<file path="src/rtl/ifetch_unit_pkg.sv">
// Shared encodings for the instruction-fetch stage: PC-select codes, opcodes
// and fetch FSM states.
package ifetch_unit_pkg;

  localparam int unsigned XLEN  = 32;
  localparam int unsigned CNT_W = 8;

  localparam logic [1:0] PC_SRC_NEXTINS = 2'b00;
  localparam logic [1:0] PC_SRC_BRANCH  = 2'b01;
  localparam logic [1:0] PC_SRC_JUMP    = 2'b10;

  localparam logic [5:0] OP_J   = 6'h02;
  localparam logic [5:0] OP_JAL = 6'h03;
  localparam logic [5:0] OP_JR  = 6'h06;

  typedef enum logic [1:0] {
    S_IDLE  = 2'd0,
    S_FETCH = 2'd1,
    S_EXEC  = 2'd2,
    S_HALT  = 2'd3
  } fetch_state_e;

endpackage

</file>
<file path="src/rtl/ifetch_unit_if.sv">
// Instruction-memory request/acknowledge port.
interface ifetch_unit_if;
  import ifetch_unit_pkg::*;

  logic            imem_req;
  logic [XLEN-1:0] imem_addr;
  logic            imem_ack;
  logic [XLEN-1:0] imem_rdata;

  modport master (output imem_req, output imem_addr, input imem_ack, input imem_rdata);
  modport slave  (input imem_req, input imem_addr, output imem_ack, output imem_rdata);

endinterface

</file>
<file path="src/rtl/ifetch_unit_next_pc_calc.sv">
// Combinational next-PC selection: sequential, PC-relative branch, J-type
// region jump or register-indirect jump, plus an alignment flag.
module ifetch_unit_next_pc_calc
  import ifetch_unit_pkg::*;
(
  input  logic [XLEN-1:0] pc,
  input  logic [XLEN-1:0] instr,
  input  logic [1:0]      pc_src,
  input  logic [XLEN-1:0] rs_data,
  output logic [XLEN-1:0] pc_plus4,
  output logic [XLEN-1:0] next_pc,
  output logic            misaligned
);

  logic [XLEN-1:0] br_off;

  assign pc_plus4 = pc + XLEN'(4);
  assign br_off   = {{14{instr[15]}}, instr[15:0], 2'b00};

  always_comb begin
    next_pc = pc_plus4;
    case (pc_src)
      PC_SRC_BRANCH: next_pc = pc_plus4 + br_off;
      PC_SRC_JUMP: begin
        if (instr[31:26] == OP_JR) next_pc = rs_data;
        else                       next_pc = {pc_plus4[31:28], instr[25:0], 2'b00};
      end
      default: next_pc = pc_plus4;
    endcase
  end

  assign misaligned = |next_pc[1:0];

endmodule

</file>
<file path="src/rtl/ifetch_unit.sv">
// Fetch/PC-sequencing stage: fetches over a req/ack port, holds the
// instruction while it executes, and commits the next PC.
module ifetch_unit
  import ifetch_unit_pkg::*;
#(
  parameter logic [31:0]  RESET_PC      = 32'h0000_0000,
  parameter int unsigned  FETCH_TIMEOUT = 64
) (
  input  logic              clk,
  input  logic              rst_n,
  input  logic              stall,
  ifetch_unit_if.master     imem,
  input  logic [1:0]        PcSrc,
  input  logic [XLEN-1:0]   rs_data,
  output logic [XLEN-1:0]   instr,
  output logic              instr_valid,
  output logic [5:0]        Op,
  output logic [5:0]        Func,
  output logic [4:0]        Rs,
  output logic [4:0]        Rt,
  output logic [4:0]        Rd,
  output logic [4:0]        Sa,
  output logic [15:0]       Imm16,
  output logic [XLEN-1:0]   pc,
  output logic [XLEN-1:0]   pc_plus4,
  output logic              fetch_err
);

  fetch_state_e    state_q, state_d;
  logic [XLEN-1:0] pc_q, pc_d;
  logic [XLEN-1:0] instr_q, instr_d;
  logic            instr_valid_q, instr_valid_d;
  logic            imem_req_q, imem_req_d;
  logic            fetch_err_q, fetch_err_d;
  logic [CNT_W-1:0] cnt_q, cnt_d;
  logic [XLEN-1:0] next_pc;
  logic            misaligned;

  ifetch_unit_next_pc_calc u_next_pc_calc (
    .pc         (pc_q),
    .instr      (instr_q),
    .pc_src     (PcSrc),
    .rs_data    (rs_data),
    .pc_plus4   (pc_plus4),
    .next_pc    (next_pc),
    .misaligned (misaligned)
  );

  always_comb begin
    state_d       = state_q;
    pc_d          = pc_q;
    instr_d       = instr_q;
    instr_valid_d = instr_valid_q;
    imem_req_d    = imem_req_q;
    fetch_err_d   = fetch_err_q;
    cnt_d         = cnt_q;
    case (state_q)
      S_IDLE: begin
        state_d    = S_FETCH;
        imem_req_d = 1'b1;
        cnt_d      = '0;
      end
      S_FETCH: begin
        if (imem_req_q && imem.imem_ack) begin
          instr_d       = imem.imem_rdata;
          instr_valid_d = 1'b1;
          imem_req_d    = 1'b0;
          state_d       = S_EXEC;
        end else begin
          cnt_d = cnt_q + CNT_W'(1);
          if (cnt_d == CNT_W'(FETCH_TIMEOUT)) begin
            fetch_err_d = 1'b1;
            imem_req_d  = 1'b0;
            state_d     = S_HALT;
          end
        end
      end
      S_EXEC: begin
        if (!stall) begin
          pc_d          = next_pc;
          cnt_d         = '0;
          instr_valid_d = 1'b0;
          // A misaligned target is committed for visibility but never fetched.
          if (misaligned) begin
            fetch_err_d = 1'b1;
            state_d     = S_HALT;
          end else begin
            imem_req_d = 1'b1;
            state_d    = S_FETCH;
          end
        end
      end
      S_HALT: begin
        imem_req_d    = 1'b0;
        instr_valid_d = 1'b0;
      end
      default: state_d = S_IDLE;
    endcase
  end

  always_ff @(posedge clk) begin
    if (!rst_n) begin
      state_q       <= S_IDLE;
      pc_q          <= RESET_PC;
      instr_q       <= '0;
      instr_valid_q <= 1'b0;
      imem_req_q    <= 1'b0;
      fetch_err_q   <= 1'b0;
      cnt_q         <= '0;
    end else begin
      state_q       <= state_d;
      pc_q          <= pc_d;
      instr_q       <= instr_d;
      instr_valid_q <= instr_valid_d;
      imem_req_q    <= imem_req_d;
      fetch_err_q   <= fetch_err_d;
      cnt_q         <= cnt_d;
    end
  end

  assign imem.imem_req  = imem_req_q;
  assign imem.imem_addr = pc_q;
  assign instr          = instr_q;
  assign instr_valid    = instr_valid_q;
  assign pc             = pc_q;
  assign fetch_err      = fetch_err_q;
  assign Op             = instr_q[31:26];
  assign Rs             = instr_q[25:21];
  assign Rt             = instr_q[20:16];
  assign Rd             = instr_q[15:11];
  assign Sa             = instr_q[10:6];
  assign Func           = instr_q[5:0];
  assign Imm16          = instr_q[15:0];

endmodule

</file>
<file path="src/flat_wrapper.sv">
// flat-port wrapper written by rule: the top's interface ports become plain ports
module ifetch_unit_flat import ifetch_unit_pkg::*;
#(
  parameter logic [31:0]  RESET_PC      = 32'h0000_0000,
  parameter int unsigned  FETCH_TIMEOUT = 64
)
  (clk, rst_n, stall, PcSrc, rs_data, instr, instr_valid, Op, Func, Rs, Rt, Rd, Sa, Imm16, pc, pc_plus4, fetch_err, imem_imem_req, imem_imem_addr, imem_imem_ack, imem_imem_rdata);
  ifetch_unit_if imem_i ();
  input  logic clk;
  input  logic rst_n;
  input  logic stall;
  input  logic [1:0] PcSrc;
  input  logic [XLEN-1:0] rs_data;
  output logic [XLEN-1:0] instr;
  output logic instr_valid;
  output logic [5:0] Op;
  output logic [5:0] Func;
  output logic [4:0] Rs;
  output logic [4:0] Rt;
  output logic [4:0] Rd;
  output logic [4:0] Sa;
  output logic [15:0] Imm16;
  output logic [XLEN-1:0] pc;
  output logic [XLEN-1:0] pc_plus4;
  output logic fetch_err;
  output wire logic [$bits(imem_i.imem_req)-1:0] imem_imem_req;
  output wire logic [$bits(imem_i.imem_addr)-1:0] imem_imem_addr;
  input wire logic [$bits(imem_i.imem_ack)-1:0] imem_imem_ack;
  input wire logic [$bits(imem_i.imem_rdata)-1:0] imem_imem_rdata;
  assign imem_imem_req = imem_i.imem_req;
  assign imem_imem_addr = imem_i.imem_addr;
  assign imem_i.imem_ack = imem_imem_ack;
  assign imem_i.imem_rdata = imem_imem_rdata;
  ifetch_unit #(.RESET_PC(RESET_PC), .FETCH_TIMEOUT(FETCH_TIMEOUT)) u_core (.clk(clk), .rst_n(rst_n), .stall(stall), .imem(imem_i), .PcSrc(PcSrc), .rs_data(rs_data), .instr(instr), .instr_valid(instr_valid), .Op(Op), .Func(Func), .Rs(Rs), .Rt(Rt), .Rd(Rd), .Sa(Sa), .Imm16(Imm16), .pc(pc), .pc_plus4(pc_plus4), .fetch_err(fetch_err));
endmodule
</file>
<file path="config.mk">
export PLATFORM = sky130hd
export DESIGN_NAME = ifetch_unit_flat
export DESIGN_NICKNAME = d
export VERILOG_FILES = /design/src/rtl/ifetch_unit_pkg.sv /design/src/rtl/ifetch_unit_if.sv /design/src/rtl/ifetch_unit_next_pc_calc.sv /design/src/rtl/ifetch_unit.sv /design/src/flat_wrapper.sv
export SDC_FILE = /design/constraint.sdc
export NUM_CORES = 1
export LEC_CHECK = 0
export CORE_MARGIN = 2
export CORE_UTILIZATION = 30
export CTS_CLUSTER_SIZE = 20
export DETAILED_ROUTE_END_ITERATION = 8
export PLACE_DENSITY = 0.67
export SLEW_MARGIN = 20
export SYNTH_ARGS = -nofsm -noshare
export SYNTH_HDL_FRONTEND = slang
export SYNTH_SLANG_ARGS = --single-unit
export TNS_END_PERCENT = 5
</file>
<file path="constraint.sdc">
create_clock -name clk -period 9 [get_ports clk]
set_input_delay 2.7 -clock clk [delete_from_list [all_inputs] [get_ports clk]]
set_output_delay 2.7 -clock clk [all_outputs]
set_load 0.01 [all_outputs]
</file>
==> results.cfg <==
[place]
gp_congestion = 0.923
dpl.hpwl_mm = 19.3
dp_cells = 1342
portBuffers = 248

[setup_path]
worst_path_largest_cell_delay_ns = 0.59
regToRegStartpoint = u_core.imem.imem_addr[2]$_SDFFE_PN0P_
arrival_ns = 3.10
worstSetupPathDepth = 6
worst_path_max_delay_cell = nor3_1
crit_chain = and4_1, nand3_2, nor3_1, nand3_1, xnor2_1, clkdlybuf4s50_1
reg2reg_slack_ns = 4.55
critPathLaunch = u_core.imem.imem_addr[7]$_SDFFE_PN0P_
critPathCapture = pc_plus4[21]
endpoint_kind = primary output
crit_fanout = 10
cp.buffers_inverters = 1
reg2reg_depth = 14
required_ns = 6.30
crit_type = register to primary output
cp_top_family = simple AND/OR/NAND/NOR gates
cp-start-kind = register
r2r_end = u_core.imem.imem_addr[29]$_SDFFE_PN0P_

[layout]
insertedDiodeCount = 0
fillers = 2277
area_growth_pct = 35.6
drive_above_1_share = 0.0410
fin_cells = 1358
fin_nets = 1182

[synthesis]
ys_types = 74
netlist_instances = 924
syn_nets = 1038
syn_avg_cell_area_um2 = 7.39
ys_ff_latch = 77
synthTopCellsByCount = 165 x nand2_1, 94 x a21oi_1, 82 x buf_4, 77 x dfxtp_1, 48 x nor2_1
synth.area.top_cells = dfxtp_1 23%, nand2_1 9.1%, buf_4 9.0%, ha_1 7.9%, a21oi_1 6.9%
synth_ff_type = dfxtp_1
async_flop_share = 0
yosysMostFrequentCell = nand2_1
yosysSeqAreaShare = 0.226
synth_area_um2 = 6830
yosysTopAreaCell = dfxtp_1
synth-edff-count = 0
ys.warnings.count = 0
synth_top_area_share = 0.226

[power]
p_sw_frac = 0.336
vdd_drop_max_mv = 0.100
p_comb_frac = 0.328
power_density_nw_per_um2 = 126
netSwitchingPower_mw = 0.391
power.internal_mw = 0.773
sequentialPowerShare = 0.351
p_leak_nw = 3.43
pwr-share-clk = 0.321

[clocking]
cts.clk_slew.worst_paths_ns = 0.06
cts_hold_buf = 0
clockBufferDepth = 2
cts_resized = 0
clk_latency_ns = 0.35
cts_tree = built
cts_setup_buffers = 0
cts.sinks = 77
numCtsBuffers = 9
root_buffer = clkbuf_16
htree_levels = 3

[grt]
grt_max_degree = 35
grt_pass1_wl_mm = 38.3
grt_util_all_layers = 0.203
grt_pass1_vias = 6901
antenna_found_initial = 0
grt-ovfl-total = 0

[timing]
tns_ns = 0
relSlewSlack = 0.314
fmax_ghz = 0.172
setup_viol_count_final = 0
period_share = 0.644
slew_viol_final = 0
skew_ns = 0.00715
hold_viol_final = 0
period_needed_ns = 5.80
rsz0062_at_grt = no
tightestPinTransition_ns = 1.03

[min_path]
min_path_type = register to register
worstHoldStart = u_core.instr[15]$_SDFFE_PN0P_

[drt]
via_per_inst = 5.43
vias = 7380
wirelength_mm = 25.3
wl_per_cell_um = 18.6
ant_nets = 0
first_pass_iters = 7
drtIter0Drc = 495
drc = 0

[floorplanning]
initial_core_util = 0.303
die_area_um2 = 24000
row_count = 55
die_w_um = 155
core_um2 = 22500
io_pins = 249
die-height_um = 155

[run_status]
outcome = finished clean

[run]
cap_violations = 0
-- per-layer routing --
layer | track usage | wire [um]
met1 | 0.260 | 10800
met2 | 0.344 | 12100
met3 | 0.0406 | 1840
met4 | 0.0639 | 572
met5 | 0 | 0
-- registers in the layout, indices dropped and copies added, names as in the netlist --
name / cells
u_core.imem.imem_addr: 32
u_core.instr: 32
u_core.cnt_q: 8
u_core.state_q: 2
u_core.fetch_err: 1
u_core.imem.imem_req: 1
u_core.instr_valid: 1
-- cell usage in the layout (no fill, tap or decap), types with 6 or more instances in the layout --
| master | synthesis | layout |
|---|---|---|
| dfxtp_1 | 77 | 77 |
| nor2_1 | 48 | 48 |
| a21oi_1 | 94 | 94 |
| buf_4 | 82 | 10 |
| a211oi_1 | 6 | 6 |
| and4_1 | 6 | 6 |
| clkbuf_16 | 0 | 9 |
| inv_1 | 21 | 21 |
| nand2_1 | 165 | 165 |
| nand4_1 | 11 | 11 |
| clkdlybuf4s50_1 | 0 | 248 |
| xnor2_1 | 31 | 31 |
| or3_1 | 7 | 7 |
| a22oi_1 | 10 | 10 |
| o221ai_1 | 13 | 13 |
| a21o_1 | 10 | 10 |
| a31oi_1 | 9 | 9 |
| xor2_1 | 15 | 15 |
| o211ai_1 | 8 | 8 |
| mux2i_1 | 17 | 17 |
| o21a_1 | 8 | 8 |
| and3_1 | 11 | 11 |
| ha_1 | 43 | 43 |
| o21ai_0 | 42 | 42 |
| o22ai_1 | 9 | 9 |
| nor3_1 | 11 | 11 |
| nand3_1 | 32 | 32 |
| nor2b_1 | 7 | 6 |
-- power groups by stage --
stage	logic, mW	registers [mW]	clock network, mW
finish	0.382	0.409	0.373
global route	0.417	0.413	0.395
CTS	0.380	0.409	0.379
detailed placement	0.376	0.416	0
global placement	0.374	0.415	0
floorplan	0.217	0.414	0
-- worst reg2reg max path, delay by kind of cell (launching register included) --
kind	cells	cell delay [ns]
AOI/OAI and AO/OA	6	1.71
DFF	1	0.50
muxes	1	0.21
adders and majority gates	2	0.64
and+or+nand+nor	4	0.96
xor gates and xnor gates	1	0.34
-- metrics by stage --
step	setup slack, ns	power [mW]	hold WS, ns	utilization	cell area (um2)
floorplan	4.42	0.631	0.479	-	6830
global placement	3.21	0.789	0.470	0.398	8960
detailed placement	3.15	0.792	0.478	0.398	8960
CTS	3.23	1.17	0.488	0.411	9250
global route	2.99	1.23	0.521	0.411	9250
finish	3.20	1.16	0.486	0.411	9250
-- worst min-delay path by stage --
stage          slack (ns)                             to  cells past startpoint
2_1_floorplan        0.48   u_core.cnt_q[2]$_SDFFE_PN0P_                      2
3_3_place_gp         0.47  u_core.instr[15]$_SDFFE_PN0P_                      2
3_5_place_dp         0.48  u_core.instr[15]$_SDFFE_PN0P_                      2
4_1_cts              0.49  u_core.instr[15]$_SDFFE_PN0P_                      2
5_1_grt              0.52  u_core.instr[16]$_SDFFE_PN0P_                      2
6_report             0.49  u_core.instr[15]$_SDFFE_PN0P_                      2
-- cell type report --
class	count	area (um2)	area share
repair buffers	258	2560	0.276
clock buffers	12	246	0.0266
well taps	285	357	0.0385
clock inverters	4	47.5	0.00514
multi-input cells	700	4420	0.478
inverters	22	82.6	0.00892
flip-flops and latches	77	1540	0.167
-- cell families (layout without fill, tap and decap cells) --
group                      count (synthesis)  after routing  share of synthesized area
AOI/OAI and AO/OA                        259            259                      0.247
muxes                                     17             17                     0.0249
and+or+nand+nor                          333            333                      0.232
buffers and inverters                    147            296                      0.127
DFF                                       77             77                      0.226
xor gates and xnor gates                  47             47                     0.0614
adders and majority gates                 44             44                     0.0818
(Power assumes the default switching activity.)
==> RTL change 1 (config.mk and constraints unchanged) <==
Register the output `fetch_err` once more, without a reset; this adds one clock of latency there. The other outputs are not delayed to match.
--- a/src/rtl/ifetch_unit.sv
+++ b/src/rtl/ifetch_unit.sv
@@ -124,5 +124,7 @@
   assign instr_valid    = instr_valid_q;
   assign pc             = pc_q;
-  assign fetch_err      = fetch_err_q;
+  always_ff @(posedge clk) begin
+    fetch_err <= fetch_err_q;
+  end
   assign Op             = instr_q[31:26];
   assign Rs             = instr_q[25:21];
Formal check against the unedited RTL: not equivalent (Yosys sat finds a counterexample within 4 cycles, from zero or initial values and one cycle with rst_n low).
==> RTL change 1 against the unedited design <==
Clock skew fell by 0.0027 ns; sequential cell count increased by 1; combinational power grew 4%; cell area is essentially flat; non-clock buffer count down 1; area after synthesis is essentially flat; wire length is 2.8% lower; setup slack lost 0.21 ns; total power rose by 4.8%; critical path depth is 3 higher; count of clock-buffer cells in the layout is the same; synthesized cell count decreased by 1.6%; largest cell class unchanged; largest power group unchanged.
==> RTL change 1: results (changes against the unedited design) <==
| Metric | Value |
|---|---|
| Worst path max stage delay | 0.67 ns (was 0.59 ns) |
| Clock power share | 33.4% (was 32.1%) |
| Syn nets | 1,023 (was 1,038) |
| VDD IR max | 0.0000911 V (was 0.000100 V) |
| Hold wc startpoint | u_core.fetch_err_q (was u_core.instr[15]) |
| Final WL | 24.6 mm (was 25.3 mm) |
| Post-DP HPWL | 18.3 mm (was 19.3 mm) |
| Status | completed (unchanged) |
| Total CTS buffers | 9 (unchanged) |
| Slowest CP cell | clkdlybuf4s50_1 (was nor3_1) |
| Non-clock buffers | 257 (was 258) |
| Crit path max fanout | 9 (was 10) |
| Largest net degree at the start of global routing | 43 (was 35) |
| Wire length on met3 | 1.97 mm (was 1.84 mm) |
| Seq_cells | 78 (was 77) |
| Multiplexer area fraction after synthesis | 4.60% (was 2.49%) |
| Nets | 1,160 (was 1,182) |
| Met2 wire length | 11.7 mm (was 12.1 mm) |
| Seq/Total Area, Yosys | 22.9% (was 22.6%) |
| Async SR Flop Fraction | 0% (unchanged) |
| Worst Setup SP | u_core.imem.imem_addr[2] (was u_core.imem.imem_addr[7]) |
| Met3 GRT Util | 4.87% (was 4.06%) |
| Filler Cells Inserted | 2,290 (was 2,277) |
| Gpl congestion | 0.920 (was 0.923) |
| Fraction of power spent switching nets | 33.0% (was 33.6%) |
| DRT Pass-1 Iters | 5 (was 7) |
| Inverter count | 23 (was 22) |
| Vias in the first global route | 6,835 (was 6,901) |
| Met1 Track Usage GR | 25.2% (was 26.0%) |
| Vias per cell | 5.40 (was 5.43) |
| Commonest cells in the netlist | nand2_1, a21oi_1, buf_4 (unchanged) |
| First-pass GRT wire length | 37.8 mm (was 38.3 mm) |
| Initial DRC count | 464 (was 495) |
| Layout cell share with drive strength beyond 1 | 5.62% (was 4.10%) |
| Reg area | 1560 sq um (was 1540 sq um) |
| Leakage | 3.55 nW (was 3.43 nW) |
| Post-placement setup slack | 3.22 ns (was 3.15 ns) |
| Rel. slew slack | 39.8% (was 31.4%) |
| Post-synthesis compound-gate area fraction | 25.3% (was 24.7%) |
| Buffer share of cell area | 27.6% (about the same) |
| Clock Skew | 0.00449 ns (was 0.00715 ns) |
| Unique masters post-synth | 71 (was 74) |
| Final clock-cell share | 3.41% (was 3.18%) |
| Met2 usage | 34.8% (was 34.4%) |
| Comb pwr share | 32.5% (was 32.8%) |
| Total track usage | 20.0% (was 20.3%) |
| #MultiIn Comb | 677 (was 700) |
| Area contributors post-synth | dfxtp_1, buf_4, ha_1 (was dfxtp_1, nand2_1, buf_4) |
| Clkbuf count | 12 (unchanged) |
| Adder-Cell Fraction of Synth Area | 8.17% (was 8.18%) |
| Fraction of area in multi-input gates | 47.4% (was 47.8%) |
| Post-Route M1 WL | 10.6 mm (was 10.8 mm) |
| Post-Synth XOR/XNOR Area | 6.16% (was 6.14%) |
[RTL change 1: cell count changes after synthesis, sizes merged, moves of 5 or more]
cell,delta
and4,-5
mux2i,-7
o21ai,+8
mux2,+19
and3,-5
nor3b,-5
clkbuf,+6
nand2,-40
o221ai,-6
a21o,+6
[RTL change 1: final timing paths]
path | end | slack (ns) | depth (start not counted)
setup reg to reg | u_core.imem.imem_addr[26] | 4.80 | 16
hold reg to reg | u_core.fetch_err | 0.39 | 0
hold / removal | u_core.fetch_err | 0.39 | 0
setup / recovery | pc_plus4[18] | 2.99 | 9
[RTL change 1: through the flow]
step	utilization [%]	instance area [sq um]	total power, mW	hold WS (ns)	instances
finish	41.1	9250	1.22	0.387	1335
global route	41.1	9250	1.28	0.393	1335
CTS	41.1	9250	1.23	0.381	1335
detailed placement	39.7	8940	0.817	0.360	1320
global placement	39.7	8940	0.813	0.372	1320
floorplan	-	6830	0.651	0.331	909
==> RTL change 2 (same settings) <==
Without the edit above. The package constant `CNT_W` goes from 8 to 12.
--- a/src/rtl/ifetch_unit_pkg.sv
+++ b/src/rtl/ifetch_unit_pkg.sv
@@ -4,5 +4,5 @@
 
   localparam int unsigned XLEN  = 32;
-  localparam int unsigned CNT_W = 8;
+  localparam int unsigned CNT_W = 12;
 
   localparam logic [1:0] PC_SRC_NEXTINS = 2'b00;
Check against the original RTL: no difference found for any inputs over 4 cycles, from zero or initial values and one cycle with rst_n low; that may be too few to reach the edited logic, so the function may still have changed.
==> RTL change 2 against the unedited design <==
Cell area up 3.2%; die area increased by 4.1%; area after synthesis increased by 4.3%; register-to-register slack about the same; setup slack worse by 0.17 ns; count of clock-buffer cells in the layout fell by 3; wire length is 3.6% higher; total power increased by 11%; cell count grew 4.0%; sequential cell count up 4; via count rose by 0.84%; synthesized cell count up 3.0%; non-clock buffer count shrank 2; critical path type unchanged; highest routed layer unchanged.
==> RTL change 2: results (changes against the unedited design) <==
| Metric | Value |
|---|---|
| Clock Skew | 0.00634 ns (was 0.00715 ns) |
| Nets | 1,200 (was 1,182) |
| Reg-to-reg critical path endpoint | u_core.imem.imem_addr[30] (was u_core.imem.imem_addr[29]) |
| Post-Syn Instances | 952 (was 924) |
| Initial DRC count | 559 (was 495) |
| Final WL | 26.2 mm (was 25.3 mm) |
| Vias in the first global route | 7,109 (was 6,901) |
| Commonest cells in the netlist | nand2_1, a21oi_1, buf_4 (unchanged) |
| Post-synthesis compound-gate area fraction | 23.6% (was 24.7%) |
| Syn nets | 1,064 (was 1,038) |
| Crit path max fanout | 9 (was 10) |
| R2R Path Start | u_core.imem.imem_addr[4] (was u_core.imem.imem_addr[2]) |
| Filler Cells Inserted | 2,476 (was 2,277) |
| Multiplexer area fraction after synthesis | 4.38% (was 2.49%) |
| Status | completed (unchanged) |
| End of the critical path | pc_plus4[30] (was pc_plus4[21]) |
| Unique masters post-synth | 77 (was 74) |
| Adder-Cell Fraction of Synth Area | 7.49% (was 8.18%) |
| Worst Setup SP | u_core.imem.imem_addr[2] (was u_core.imem.imem_addr[7]) |
| Placed Area | 9200 sq um (was 8960 sq um) |
| Post-DP HPWL | 19.4 mm (was 19.3 mm) |
| Reg clk slew, reported paths | about 0.070 ns |
| Slew @ Worst Pin | 0.918 ns (was 1.03 ns) |
| VDD IR max | 0.0000880 V (was 0.000100 V) |
| Seq/Total Area, Yosys | 22.8% (was 22.6%) |
| R2R Setup Slk | 4.55 ns (about the same) |
| Vias per cell | 5.27 (was 5.43) |
| Area contributors post-synth | dfxtp_1, buf_4, nand2_1 (was dfxtp_1, nand2_1, buf_4) |
| Fraction of power spent switching nets | 33.5% (was 33.6%) |
| Total track usage | 20.5% (was 20.3%) |
| Warnings from Yosys | 0 (unchanged) |
| Largest net degree at the start of global routing | 58 (was 35) |
| Gpl congestion | 0.940 (was 0.923) |
| Layout cell share with drive strength beyond 1 | 5.12% (was 4.10%) |
| Leakage | 3.64 nW (was 3.43 nW) |
| Critical Path AT | 3.26 ns (was 3.10 ns) |
| Post-Synth XOR/XNOR Area | 6.26% (was 6.14%) |
| Initial antenna violation count | 0 (unchanged) |
| First-pass GRT wire length | 39.8 mm (was 38.3 mm) |
## RTL change 2: cells by family after synthesis
logic type | count (synthesis)
DFF | 81
buffers and inverters | 157
AOI/OAI and AO/OA | 267
muxes | 30
and+or+nand+nor | 325
xor gates and xnor gates | 50
adders and majority gates | 42
## RTL change 2: critical path: stages (launching register included)
cell,delay (ns)
dfxtp_1,0.45
ha_1,0.29
and4_2,0.31
nand3_2,0.25
nor3_2,0.43
and3_1,0.27
xor2_1,0.29
clkdlybuf4s50_1,0.61
## RTL change 2: worst min path at each step
stage / from / end / slack [ns]
2_1_floorplan: u_core.cnt_q[11] / u_core.cnt_q[11] / 0.47
3_3_place_gp: u_core.instr[15] / u_core.instr[15] / 0.45
3_5_place_dp: u_core.instr[15] / u_core.instr[15] / 0.46
4_1_cts: u_core.instr[15] / u_core.instr[15] / 0.47
5_1_grt: u_core.instr[15] / u_core.instr[15] / 0.49
6_report: u_core.instr[15] / u_core.instr[15] / 0.47
## RTL change 2: per-layer routing
metal	track usage, %	vias to the layer above	part of all wire (%)
met3	3.81	40	6.8
met5	0	-	0
met4	6.56	0	2.4
li1	-	3581	-
met1	25.5	3515	42
met2	35.7	306	48
## RTL change 2: power groups by stage
| stage | sequential, mW | clock (mW) | combinational (mW) |
|---|---|---|---|
| floorplan | 0.434 | 0 | 0.251 |
| CTS | 0.426 | 0.451 | 0.422 |
| global route | 0.431 | 0.464 | 0.463 |
| global placement | 0.433 | 0 | 0.415 |
| detailed placement | 0.434 | 0 | 0.419 |
| finish | 0.426 | 0.441 | 0.423 |
## RTL change 2: cell type report
cell class | count | area [sq um] | share of cell area (%)
clock buffer | 9 | 225 | 2.36
sequential | 81 | 1620 | 17.0
multi-input combinational | 714 | 4540 | 47.6
tap | 319 | 399 | 4.18
clock inverter | 7 | 119 | 1.24
inverter | 26 | 98.8 | 1.04
timing repair buffer | 256 | 2540 | 26.6
## RTL change 2: through the flow
step                hold WS [ns]  instances  power, mW  setup slack, ns  utilization [%]
floorplan                  0.474        952      0.685             4.29                -
finish                     0.467       1412       1.29             3.04             40.8
global route               0.487       1412       1.36             2.83             40.8
CTS                        0.473       1412       1.30             3.05             40.8
global placement           0.454       1396      0.848             3.28             39.3
detailed placement         0.463       1396      0.854             3.21             39.3
